[src/rtl/pq_pkg.sv]
// Shared types for the priority-queue core and its requester arbiter.
package pq_pkg;

  localparam int unsigned KEY_W       = 16;
  localparam int unsigned VAL_W       = 16;
  localparam int unsigned PQ_CAPACITY = 16;

  typedef struct packed {
    logic [KEY_W-1:0] key;
    logic [VAL_W-1:0] val;
  } kv_t;

  typedef enum logic [1:0] {
    OP_NOP  = 2'b00,
    OP_ENQ  = 2'b01,
    OP_DEQ  = 2'b10,
    OP_REPL = 2'b11
  } pq_op_t;

  typedef enum logic [1:0] {
    ARB_IDLE  = 2'b00,
    ARB_ISSUE = 2'b01,
    ARB_WAIT  = 2'b10,
    ARB_RESP  = 2'b11
  } arb_state_t;

endpackage

[src/rtl/pq_rr_arbiter_rr_pick.sv]
// Combinational round-robin picker: first set bit of elig at or above ptr, wrapping.
module rr_pick #(
  parameter int unsigned N = 4,
  localparam int unsigned IDX_W = (N > 1) ? $clog2(N) : 1
) (
  input  logic [N-1:0]     elig,
  input  logic [IDX_W-1:0] ptr,
  output logic [N-1:0]     gnt,
  output logic [IDX_W-1:0] idx,
  output logic             any
);

  logic [IDX_W-1:0] pos;

  always_comb begin
    gnt = '0;
    idx = '0;
    any = 1'b0;
    pos = '0;
    for (int unsigned k = 0; k < N; k++) begin
      pos = IDX_W'((32'(ptr) + k) % N);
      if (!any && elig[pos]) begin
        any      = 1'b1;
        gnt[pos] = 1'b1;
        idx      = pos;
      end
    end
  end

endmodule

[src/rtl/pq_rr_arbiter.sv]
// Round-robin arbiter sharing one min-priority queue among NUM_REQ requesters;
// one operation in flight at a time, results returned with a one-hot strobe.
module pq_rr_arbiter
  import pq_pkg::*;
#(
  parameter int unsigned NUM_REQ = 4,
  parameter int unsigned PQ_LAT  = 1
) (
  input  logic                     clk,
  input  logic                     rst,
  input  logic [NUM_REQ-1:0]       req_valid,
  input  logic [NUM_REQ-1:0][1:0]  req_op,
  input  kv_t  [NUM_REQ-1:0]       req_kv,
  output logic [NUM_REQ-1:0]       req_ready,
  output logic [NUM_REQ-1:0]       rsp_valid,
  output kv_t                      rsp_kv,
  output logic                     pq_enq,
  output logic                     pq_deq,
  output kv_t                      pq_kvi,
  input  kv_t                      pq_kvo,
  input  logic                     pq_full,
  input  logic                     pq_empty
);

  localparam int unsigned IDX_W = $clog2(NUM_REQ);
  localparam int unsigned CNT_W = $clog2(PQ_LAT + 1);

  arb_state_t         state_q, state_d;
  logic [IDX_W-1:0]   rr_ptr_q, rr_ptr_d;
  logic [IDX_W-1:0]   idx_q, idx_d;
  pq_op_t             op_q, op_d;
  logic [CNT_W-1:0]   cnt_q, cnt_d;
  kv_t                kvo_q, kvo_d;
  logic               pq_enq_q, pq_enq_d;
  logic               pq_deq_q, pq_deq_d;
  kv_t                pq_kvi_q, pq_kvi_d;
  logic [NUM_REQ-1:0] rsp_valid_q, rsp_valid_d;
  kv_t                rsp_kv_q, rsp_kv_d;

  logic [NUM_REQ-1:0] elig_c;
  logic [NUM_REQ-1:0] pick_gnt;
  logic [IDX_W-1:0]   pick_idx;
  logic               pick_any;
  pq_op_t             win_op_c;

  // Full/empty only matter for the requester being considered this cycle.
  always_comb begin
    elig_c = '0;
    for (int unsigned i = 0; i < NUM_REQ; i++) begin
      case (pq_op_t'(req_op[i]))
        OP_ENQ:  elig_c[i] = req_valid[i] && !pq_full;
        OP_DEQ:  elig_c[i] = req_valid[i] && !pq_empty;
        OP_REPL: elig_c[i] = req_valid[i] && !pq_empty;
        default: elig_c[i] = 1'b0;
      endcase
    end
  end

  rr_pick #(.N(NUM_REQ)) u_pick (
    .elig (elig_c),
    .ptr  (rr_ptr_q),
    .gnt  (pick_gnt),
    .idx  (pick_idx),
    .any  (pick_any)
  );

  assign win_op_c  = pq_op_t'(req_op[pick_idx]);
  assign req_ready = (state_q == ARB_IDLE && !rst) ? pick_gnt : '0;

  always_comb begin
    state_d     = state_q;
    rr_ptr_d    = rr_ptr_q;
    idx_d       = idx_q;
    op_d        = op_q;
    cnt_d       = cnt_q;
    kvo_d       = kvo_q;
    pq_enq_d    = 1'b0;
    pq_deq_d    = 1'b0;
    pq_kvi_d    = '0;
    rsp_valid_d = '0;
    rsp_kv_d    = '0;
    case (state_q)
      ARB_IDLE: begin
        if (pick_any) begin
          state_d  = ARB_ISSUE;
          idx_d    = pick_idx;
          op_d     = win_op_c;
          rr_ptr_d = (pick_idx == IDX_W'(NUM_REQ - 1)) ? '0 : pick_idx + IDX_W'(1);
          pq_enq_d = (win_op_c == OP_ENQ) || (win_op_c == OP_REPL);
          pq_deq_d = (win_op_c == OP_DEQ) || (win_op_c == OP_REPL);
          pq_kvi_d = req_kv[pick_idx];
        end
      end
      ARB_ISSUE: begin
        // kvo still shows the pre-operation minimum during the strobe cycle.
        state_d = ARB_WAIT;
        cnt_d   = CNT_W'(PQ_LAT - 1);
        kvo_d   = pq_kvo;
      end
      ARB_WAIT: begin
        if (cnt_q == '0) begin
          state_d            = ARB_RESP;
          rsp_valid_d[idx_q] = 1'b1;
          rsp_kv_d           = (op_q == OP_ENQ) ? '0 : kvo_q;
        end else begin
          cnt_d = cnt_q - CNT_W'(1);
        end
      end
      ARB_RESP: state_d = ARB_IDLE;
      default:  state_d = ARB_IDLE;
    endcase
  end

  always_ff @(posedge clk or posedge rst) begin
    if (rst) begin
      state_q     <= ARB_IDLE;
      rr_ptr_q    <= '0;
      idx_q       <= '0;
      op_q        <= OP_NOP;
      cnt_q       <= '0;
      kvo_q       <= '0;
      pq_enq_q    <= 1'b0;
      pq_deq_q    <= 1'b0;
      pq_kvi_q    <= '0;
      rsp_valid_q <= '0;
      rsp_kv_q    <= '0;
    end else begin
      state_q     <= state_d;
      rr_ptr_q    <= rr_ptr_d;
      idx_q       <= idx_d;
      op_q        <= op_d;
      cnt_q       <= cnt_d;
      kvo_q       <= kvo_d;
      pq_enq_q    <= pq_enq_d;
      pq_deq_q    <= pq_deq_d;
      pq_kvi_q    <= pq_kvi_d;
      rsp_valid_q <= rsp_valid_d;
      rsp_kv_q    <= rsp_kv_d;
    end
  end

  assign pq_enq    = pq_enq_q;
  assign pq_deq    = pq_deq_q;
  assign pq_kvi    = pq_kvi_q;
  assign rsp_valid = rsp_valid_q;
  assign rsp_kv    = rsp_kv_q;

endmodule

[config.mk]
export PLATFORM = sky130hd
export DESIGN_NAME = pq_rr_arbiter
export DESIGN_NICKNAME = d
export VERILOG_FILES = /design/src/rtl/pq_pkg.sv /design/src/rtl/pq_rr_arbiter_rr_pick.sv /design/src/rtl/pq_rr_arbiter.sv
export SDC_FILE = /design/constraint.sdc
export NUM_CORES = 1
export LEC_CHECK = 0
export ABC_AREA = 1
export CORE_MARGIN = 5
export CORE_UTILIZATION = 57
export DETAILED_ROUTE_END_ITERATION = 7
export DONT_BUFFER_PORTS = 1
export GPL_TIMING_DRIVEN = 0
export PLACE_DENSITY = 0.75
export SLEW_MARGIN = 15
export SYNTH_ARGS = -nofsm -noshare
export SYNTH_HDL_FRONTEND = slang
export SYNTH_HIERARCHICAL = 1
export SYNTH_SLANG_ARGS = --single-unit
[constraint.sdc]
create_clock -name clk -period 3.6 [get_ports clk]
set_input_delay 0.36 -clock clk [delete_from_list [all_inputs] [get_ports clk]]
set_output_delay 0.36 -clock clk [all_outputs]
set_load 0.01 [all_outputs]
==> results.md, run 1 <==
- Longest Clk Path Bufs: 2
- R2R depth: 12
- HP Start: pq_kvo[4]
- Critical Path Fanout Max: 10
- Pre-antenna DRT Iters: 4
- Worst Hold Endpoint: kvo_q[4]
- Placement Setup Slack: 0.698 ns
- Post-synthesis register bit count: 110
- RD Place Congestion: 0.897
- Reg2reg end: pq_kvi[13]
- Synth Area per Inst: 7.71 sq um
- Post-synth EDFFs: 0
- Row Count: 35
- Post-synth ARST share: 100%
- Die Area: 11700 sq um
- Maximum vdd ir drop: 853 uV
- Top cell type's share of synthesized area: 50.2%
- Routed vias: 4633
- Clk pin slew, worst setup/hold paths: 0.12 ns
- Crit share post-route: 82.0%
- Worst setup EP type: flip-flop
- Max Cap Viol: 0
- Critical path type: reg2reg
- Worst slew margin: 68.5%
- HP Class: in2reg
- First-pass GRT wire length: 23600 microns
- Most instantiated library cell after synthesis: nand2_1
- Clock sink count: 110
- Share of cells above drive strength 1: 10.4%
- Clock Skew: 0.0178 ns
- Number of diodes: 0
- Final WS setup: 0.647 ns
- Unique masters post-synth: 31
- Worst hold slack: 0.0955 ns
- Nets: 911
- Vias per std cell: 5.39
- GR Util All Layers: 26.2%
- Synth Flop Type: dfrtp_1
- Crit path launch type: flip-flop
- Synth warnings: 6
- Fmax: 339 MHz
- Die height: 108 microns
- Setup total negative slack: 0 ns
- Worst slew pin tran: 0.472 ns
- Area of the multi-input gates: 2140 sq um
- Layout area overhead: 8.33%
- Final setup viols: 0
- Finished Core Util: 63.7%
- Crit path cell chain: inv_2, ha_1, inv_1, nand3_1, nand2_1, nor2_1, a21oi_1, nand3_1, buf_2, buf_4, nand2_1, a21oi_1
- Register area: 2750 sq um
- WP buf/inv: 4
- Hold path depth: 2
- CTS tree: done
- Clock Tree Root: clkbuf_8
- Num CTS Buffers: 9
- # DRC: 0
- Req. time, crit path: 3.89 ns
- CP top delay family: buffers and inverters
- Initial Util: 58.8%
- Top cells by area, synth: dfrtp_1 50%, nand2_1 17%, inv_1 6.6%
- Io pins: 250
- GR Overflow Total: 0
- Final Hold Fails: 0
- Largest net degree at the start of global routing: 37
- Die Wd: 108 microns
- Status: finished clean
- DP HPWL: 12000 microns
- R2R Path Start: rr_ptr_q[0]
- Fillers: 843
- Cell Pwr Density: 1130 nW/um^2
- Final min period: 2.95 ns
- LEAKAGE: 3.21 nW
- Routed Antenna Nets: 0
- Commonest cells in the netlist: 247 x nand2_1, 110 x dfrtp_1, 96 x inv_1, 49 x o21ai_0, 38 x nor2_1
- Cell taking the most area after synthesis: dfrtp_1
- R2r setup slk: 0.65 ns
- Mapped Area: 5480 sq um
- RSZ-0062 raised after global routing: false
- Core area: 9330 sq um
- Routed WL: 15200 microns
- Iteration-0 DRC Markers: 242
- Number of global-route vias before repair: 4673
- Port Buffers: 0
- Data arrival, critical path: 3.24 ns
- Crit-path slowest cell: dfrtp_1
- Post-synthesis cell count: 711
- CTS HTree Levels: 3
- WL/cell: 17.7 microns
- PnR Total Power: 6.74 mW
- Initial antenna violation count: 0
- Worst path max stage delay: 0.56 ns
- Post-synth net total: 896
- Worst skew pair latency: 0.38 ns
- Final slew viol count: 0
- Sequential-to-total area share from yosys stat: 50.2%
[layout make-up]
class / instances / area share, %
sequential: 110 / 46.4
timing repair buffer: 4 / 1.18
clock buffer: 9 / 2.09
multi-input combinational: 468 / 36.1
buffer: 34 / 3.56
tap: 129 / 2.72
clock inverter: 7 / 1.64
inverter: 99 / 6.36
[worst register-to-register path, cell delays in order (launching register included)]
cell and delay, ns:
dfrtp_1 0.56, inv_2 0.18, ha_1 0.39, inv_1 0.10, nand3_1 0.09, nand2_1 0.06
nor2_1 0.30, a21oi_1 0.12, nand3_1 0.27, buf_2 0.31, buf_4 0.21, nand2_1 0.08
a21oi_1 0.19
[timing repair]
item / 4_1_cts / 5_1_grt
hold buffers: 1 / 0
endpoints found under the setup margin: 0 / 0
gates resized for setup: 0 / 0
endpoints found under the hold margin: 16 / 0
buffers inserted: 0 / 0
[cells by family after synthesis]
family / count (synthesis) / share of synthesized area (%)
flops: 110 / 50.2
buf+inv: 133 / 10.7
simple gates: 359 / 27.6
compound gates: 100 / 9.40
fa+ha+maj: 9 / 2.05
[worst max path at each step]
stage | from | to | slack (ns) | cells after the start
after CTS | rr_ptr_q[0] | pq_kvi[13] | 0.67 | 12
final | rr_ptr_q[0] | pq_kvi[13] | 0.65 | 12
after floorplan | rst | req_ready[0] | 0.83 | 3
after detailed placement | rr_ptr_q[0] | pq_kvi[13] | 0.70 | 12
after global routing | rr_ptr_q[0] | pq_kvi[13] | 0.44 | 12
after global placement | rst | req_ready[0] | 0.19 | 3
[state kept, by name (all words and copies together) (netlist names)]
name       flops
idx_q          2
pq_deq         1
rsp_kv        32
rr_ptr_q       2
state_q        2
kvo_q         32
pq_enq         1
op_q           2
pq_kvi        32
rsp_valid      4
[layer usage]
metal / share of wire (%) / GRT usage, %
met5: 0 / 0
met1: 39 / 31.7
met2: 48 / 44.4
met3: 10 / 7.76
met4: 2.8 / 9.83
[layout by cell type, fill, tap and decap left out, types with 4 or more instances in the layout]
| cell | instances |
|---|---|
| o21ai_0 | 49 |
| nor3_1 | 4 |
| dfrtp_1 | 110 |
| a21oi_1 | 31 |
| nand4_1 | 7 |
| ha_1 | 9 |
| a21boi_0 | 4 |
| nand3_1 | 34 |
| buf_4 | 5 |
| clkbuf_8 | 9 |
| o21ai_1 | 14 |
| inv_1 | 95 |
| nand2_1 | 247 |
| nand2_2 | 8 |
| clkbuf_1 | 6 |
| buf_6 | 6 |
| buf_2 | 15 |
| or2_2 | 12 |
| nor2_1 | 38 |
[report_power, final]
part | switching (mW) | leakage (nW) | internal, mW | total [mW]
clock | 0.465 | 0.113 | 0.346 | 0.811
combinational | 2.63 | 1.65 | 1.33 | 3.96
sequential | 0.293 | 1.44 | 1.68 | 1.97
total | 3.39 | 3.21 | 3.35 | 6.74
[through the flow]
| step | cells | cell area, sq um |
|---|---|---|
| 5_1_grt | 860 | 5940 |
| 6_report | 860 | 5940 |
| 2_1_floorplan | 711 | 5490 |
| 3_5_place_dp | 843 | 5710 |
| 3_3_place_gp | 840 | 5650 |
| 4_1_cts | 860 | 5940 |
No activity file was read; power rests on OpenSTA's default activity.
==> run 2, diff against run 1 <==
CORE_UTILIZATION = 60   (was 57)
PLACE_DENSITY = 0.76   (was 0.75)
clock period = 2.95 ns   (was 3.6 ns; I/O delays follow)
==> run 2 against run 1 <==
Register-to-register slack got worse by 0.40 ns. Die area is 4.5% lower. Power rose by 22%. Sequential power grew 21%. Clock power increased by 10%. Sequential cell count is the same. Clock-buffer cell count up 1. Cell area is 0.51% lower. Global-route usage rose by 0.68 points. Largest power group unchanged. Highest routed layer unchanged.
==> results.md, run 2 (synthesis results as in run 1) <==
- Status: finished clean
- Longest Clk Path Bufs: 2 (unchanged)
- Crit path launch type: flip-flop
- Initial antenna violation count: 0 (unchanged)
- Die Wd: 106 microns (-2.3%)
- Final Hold Fails: 0 (unchanged)
- Layout area overhead: 7.78%
- RD Place Congestion: 0.953 (+6.2%)
- Cell mode on critical path: buf_6
- Worst slew margin: 68.2% (-0.38 points)
- Finished Core Util: 67.1% (+3.4 points)
- Share of cells above drive strength 1: 10.9% (+0.53 points)
- Cell Pwr Density: 1390 nW/um^2 (+22%)
- Final min period: 2.70 ns (-0.253 ns)
- Worst slew pin tran: 0.478 ns (+0.00569 ns)
- LEAKAGE: 3.20 nW (-0.22%)
- Number of global-route vias before repair: 4489 (-3.9%)
- CP top delay family: buffers and inverters
- # DRC: 0 (unchanged)
- Vias per std cell: 5.43 (+0.70%)
- Crit path cell chain: inv_1, ha_1, inv_1, nand2_1, nand2_2, nor2_4, buf_6, nand4_1, nand3_1, buf_4, inv_4, buf_6, buf_6, nand2_1, nand3_1, a21oi_1
- Io pins: 250 (unchanged)
- WP depth: 16 (+4)
- DP Area: 5680 sq um (-0.46%)
- Crit-path slowest cell: dfrtp_2
- Worst skew pair latency: 0.36 ns (-0.02 ns)
- DP HPWL: 11800 microns (-1.0%)
- GR Util All Layers: 26.9% (+0.68 points)
- Row Count: 34 (-2.9%)
- Worst path max stage delay: 0.47 ns (-0.09 ns)
- Worst setup EP type: flip-flop
- Clock sink count: 110 (unchanged)
- Maximum vdd ir drop: 1320 uV (+55%)
- WL/cell: 17.9 microns (+1.1%)
- R2R depth: 16 (+4)
- HP Class: in2reg
- Data arrival, critical path: 2.96 ns (-0.28 ns)
- Routed Antenna Nets: 0 (unchanged)
- Final slew viol count: 0 (unchanged)
- Critical Path Fanout Max: 10 (unchanged)
- Commonest non-fill, non-tap cell in the layout: nand2_1
- Fmax: 370 MHz (+9.4%)
- Iteration-0 DRC Markers: 244 (+0.83%)
- Commonest non-fill, non-tap cells in the layout: 247 x nand2_1, 108 x dfrtp_1, 95 x inv_1
- GR Overflow Total: 0 (unchanged)
- Routed WL: 15100 microns (-1.3%)
- Die height: 106 microns (-2.3%)
- Req. time, crit path: 3.21 ns (-0.68 ns)
- CP Capture Point: pq_kvi[20]
- Largest net degree at the start of global routing: 38 (+2.7%)
- Clock Tree Root: clkbuf_8
- Die Area: 11100 sq um (-4.5%)
- First-pass GRT wire length: 23700 microns (+0.65%)
- Max Cap Viol: 0 (unchanged)
- Initial Util: 62.2% (+3.5 points)
- Crit. Startpoint: rr_ptr_q[1]
- Critical path type: reg2reg
- Clock Skew: 0.00779 ns (-0.0100 ns)
- CTS HTree Levels: 3 (unchanged)
- RSZ-0062 raised after global routing: false
- Final setup viols: 0 (unchanged)
- Final WS setup: 0.250 ns (-0.397 ns)
- Post-route cell area: 5910 sq um (-0.51%)
- Nets: 912 (+0.11%)
- Num CTS Buffers: 9 (unchanged)
- CTS tree: done
- R2R Path Start: rr_ptr_q[1]
- Number of diodes: 0 (unchanged)
- Crit share post-route: 91.5% (+9.5 points)
- Reg2reg end: pq_kvi[20]
- PnR Total Power: 8.19 mW (+22%)
- Clk pin slew, worst setup/hold paths: 0.11 ns (about the same)
- Routed vias: 4557 (-1.6%)
- Core area: 8810 sq um (-5.6%)
- Pre-antenna DRT Iters: 4 (unchanged)
- Port Buffers: 0 (unchanged)
- Placement Setup Slack: -0.00882 ns (-0.707 ns)
- R2r setup slk: 0.25 ns (-0.40 ns)
- WP buf/inv: 7 (+3)
- Worst hold slack: 0.0502 ns (-0.0454 ns)
run 2: worst min-delay path by stage:
stage,startpoint,endpoint,slack (ns),depth (start not counted)
floorplan,pq_kvo[0],kvo_q[0],0.41,2
global placement,pq_kvo[1],kvo_q[1],0.42,2
detailed placement,rst,pq_kvi[30],0.15,1
CTS,pq_kvo[3],kvo_q[3],0.04,2
global route,pq_kvo[3],kvo_q[3],0.04,2
finish,pq_kvo[24],kvo_q[24],0.05,2
run 2: report_power, final:
part / total, mW / internal (mW) / switching [mW]
Combinational: 4.90 / 1.65 / 3.25
Clock: 0.896 / 0.355 / 0.541
Sequential: 2.39 / 2.05 / 0.346
run 2: repair_timing:
item,in CTS,in global routing
endpoints found under the setup margin,1,39
hold buffers,1,0
hold endpoints to repair,11,0
buffers inserted,0,1
pin swaps,0,0
gates resized for setup,1,4
run 2: final cells by class:
class / instances / area, sq um
Multi-Input combinational cell: 468 / 2150
Buffer: 34 / 216
Clock inverter: 6 / 62.6
Sequential cell: 110 / 2760
Fill cell: 768 / 2900
Timing Repair Buffer: 5 / 77.6
Clock buffer: 10 / 138
Tap cell: 108 / 135
Inverter: 99 / 378
run 2: through the flow:
step	std cells	setup TNS, ns
5_1_grt	840	0
3_3_place_gp	819	-1.42
6_report	840	0
4_1_cts	839	0
3_5_place_dp	822	-0.00882
2_1_floorplan	711	0
run 2: metal layers:
layer	vias up	GRT usage [%]	share of wire [%]
met4	0	7.96	2.1
met1	2113	35.8	41
met3	25	5.07	7.5
li1	2206	-	-
met2	213	45.2	50
met5	-	0	0
==> run 3, diff against run 2 <==
GPL_TIMING_DRIVEN = not set   (was 0)
==> run 3 against run 2 <==
Power is 6.3% lower. Worst setup slack improved by 0.026 ns. Via count shrank 0.44%. Hold slack improved by 0.0053 ns. Fmax up 0.96%. Highest routed layer unchanged. Utilization fell by 1.9 points. Clock power down 2%.
==> results.md, run 3 (synthesis results as in run 1) <==
- Clock Skew: 0.0192 ns (+0.0114 ns)
- Req. time, crit path: 3.18 ns (-0.03 ns)
- Commonest non-fill, non-tap cells in the layout: 247 x nand2_1, 110 x dfrtp_1, 95 x inv_1
- Share of cells above drive strength 1: 8.77% (-2.2 points)
- Longest Clk Path Bufs: 2 (unchanged)
- M2 GR Usage: 42.4% (-2.8 points)
- RSZ-0062 raised after global routing: false
- Final min period: 2.67 ns (-0.0258 ns)
- Critical Path Fanout Max: 14 (+4)
- Setup Fix Bufs, Post-CTS: 0 (unchanged)
- Met3 GRT Util: 6.60% (+1.5 points)
- PnR Total Power: 7.67 mW (-6.3%)
- Met1 GRT Util: 32.6% (-3.3 points)
- HP Class: in2reg
- Worst slew margin: 34.9% (-33 points)
- Largest net degree at the start of global routing: 65 (+71%)
- Core area: 8810 sq um (unchanged)
- Final slew viol count: 0 (unchanged)
- Row Count: 34 (unchanged)
- CP top delay family: buffers and inverters
- Worst skew pair latency: 0.36 ns (about the same)
- Number of diodes: 0 (unchanged)
- First-pass GRT wire length: 22400 microns (-5.6%)
- CTS HTree Levels: 3 (unchanged)
- WP buf/inv: 4 (-3)
- DP HPWL: 11000 microns (-7.4%)
- Initial Util: 62.2% (unchanged)
- # DRC: 0 (unchanged)
- Routed Antenna Nets: 0 (unchanged)
- Initial antenna violation count: 0 (unchanged)
- Clk pin slew, worst setup/hold paths: 0.12 ns (about the same)
- Worst slew pin tran: 0.976 ns (+0.498 ns)
- Io pins: 250 (unchanged)
- Vias per std cell: 5.57 (+2.6%)
- Nets: 887 (-2.7%)
- RD Place Congestion: 0.944 (-0.92%)
- Port Buffers: 0 (unchanged)
- Data arrival, critical path: 2.90 ns (-0.06 ns)
- Die Area: 11100 sq um (unchanged)
- Worst path max stage delay: 0.41 ns (-0.06 ns)
- R2r setup slk: 0.28 ns (+0.03 ns)
- Routed WL: 14100 microns (-6.3%)
- Max Cap Viol: 0 (unchanged)
- Final setup viols: 0 (unchanged)
- Maximum vdd ir drop: 720 uV (-46%)
- Pre-antenna DRT Iters: 5 (+1)
- GR peak layer: met2
- Number of global-route vias before repair: 4411 (-1.7%)
- Final Hold Fails: 0 (unchanged)
- Iteration-0 DRC Markers: 234 (-4.1%)
- Die height: 106 microns (unchanged)
- GR Overflow Total: 0 (unchanged)
- Crit share post-route: 90.6% (-0.87 points)
- Setup total negative slack: 0 ns (unchanged)
- Crit path launch type: flip-flop
- Crit-path slowest cell: dfrtp_1
- Clock sink count: 110 (unchanged)
- CTS tree: done
- Critical path type: reg2reg
- Clock Tree Root: clkbuf_8
- Num CTS Buffers: 9 (unchanged)
- Fmax: 374 MHz (+0.96%)
- Worst setup EP type: flip-flop
- Fillers: 753 (-2.0%)
- Routed vias: 4537 (-0.44%)
- WL/cell: 17.3 microns (-3.5%)
- Register area: 2750 sq um (about the same)
- Die Wd: 106 microns (unchanged)
- Area of the multi-input gates: 2150 sq um (+0.41%)
- Layout area overhead: 4.77%
- Crit path cell chain: inv_2, ha_1, inv_1, nand3_1, nand2_1, nor2_1, a21oi_1, nand3_1, inv_2, nor2_2, inv_1, o21ai_0
- Commonest non-fill, non-tap cell in the layout: nand2_1
- LEAKAGE: 3.11 nW (-2.8%)
- Status: finished clean
- Cell Pwr Density: 1340 nW/um^2 (-3.6%)
- GR Util All Layers: 25.2% (-1.7 points)
-- run 3: cell types whose count changed in the layout (fill, tap and decap cells not counted), sizes merged --
cell,change
buf,-16
clkinv,+1
clkbuf,-10
-- run 3: repair_timing --
action / in CTS / in global routing
gates resized for setup: 0 / 1
hold buffers: 1 / 0
hold endpoints to repair: 28 / 0
endpoints found under the setup margin: 0 / 2
-- run 3: power by group --
| part | internal (mW) | leakage [nW] | switching [mW] |
|---|---|---|---|
| Sequential | 2.04 | 1.44 | 0.336 |
| Clock | 0.336 | 0.102 | 0.540 |
| Combinational | 1.41 | 1.57 | 3.01 |
| Total | 3.79 | 3.11 | 3.88 |
-- run 3: final timing paths --
check | startpoint | to | cells past startpoint
min in group asynchronous | rst | pq_kvi[29] | 2
min | pq_kvo[1] | kvo_q[1] | 2
max in group asynchronous | rst | kvo_q[10] | 3
min reg2reg | kvo_q[29] | rsp_kv[29] | 2
max reg2reg | rr_ptr_q[0] | pq_kvi[1] | 12
max | rr_ptr_q[0] | pq_kvi[1] | 12
-- run 3: cell type report --
class | instances | share of cell area, %
Sequential cell | 110 | 47.9
Multi-Input combinational cell | 468 | 37.5
Inverter | 99 | 6.58
Tap cell | 108 | 2.35
Clock buffer | 9 | 2.16
Timing Repair Buffer | 14 | 2.16
Clock inverter | 7 | 1.31
-- run 3: stage by stage --
stage	util, %	hold WS (ns)	std cells	area [sq um]	worst slack, ns
after CTS	65.2	0.0360	815	5740	0.270
after global placement	62.8	0.290	798	5530	0.433
final	65.2	0.0555	815	5740	0.276
after detailed placement	62.8	0.296	798	5530	0.304
after global routing	65.2	0.0277	815	5740	0.0905
after floorplan	-	0.412	711	5490	0.315
-- run 3: routing by layer --
metal / vias to the layer above / share of wire, %
met3: 20 / 9.3
met2: 230 / 50
li1: 2150 / -
met4: 0 / 1.6
met1: 2137 / 39
met5: - / 0
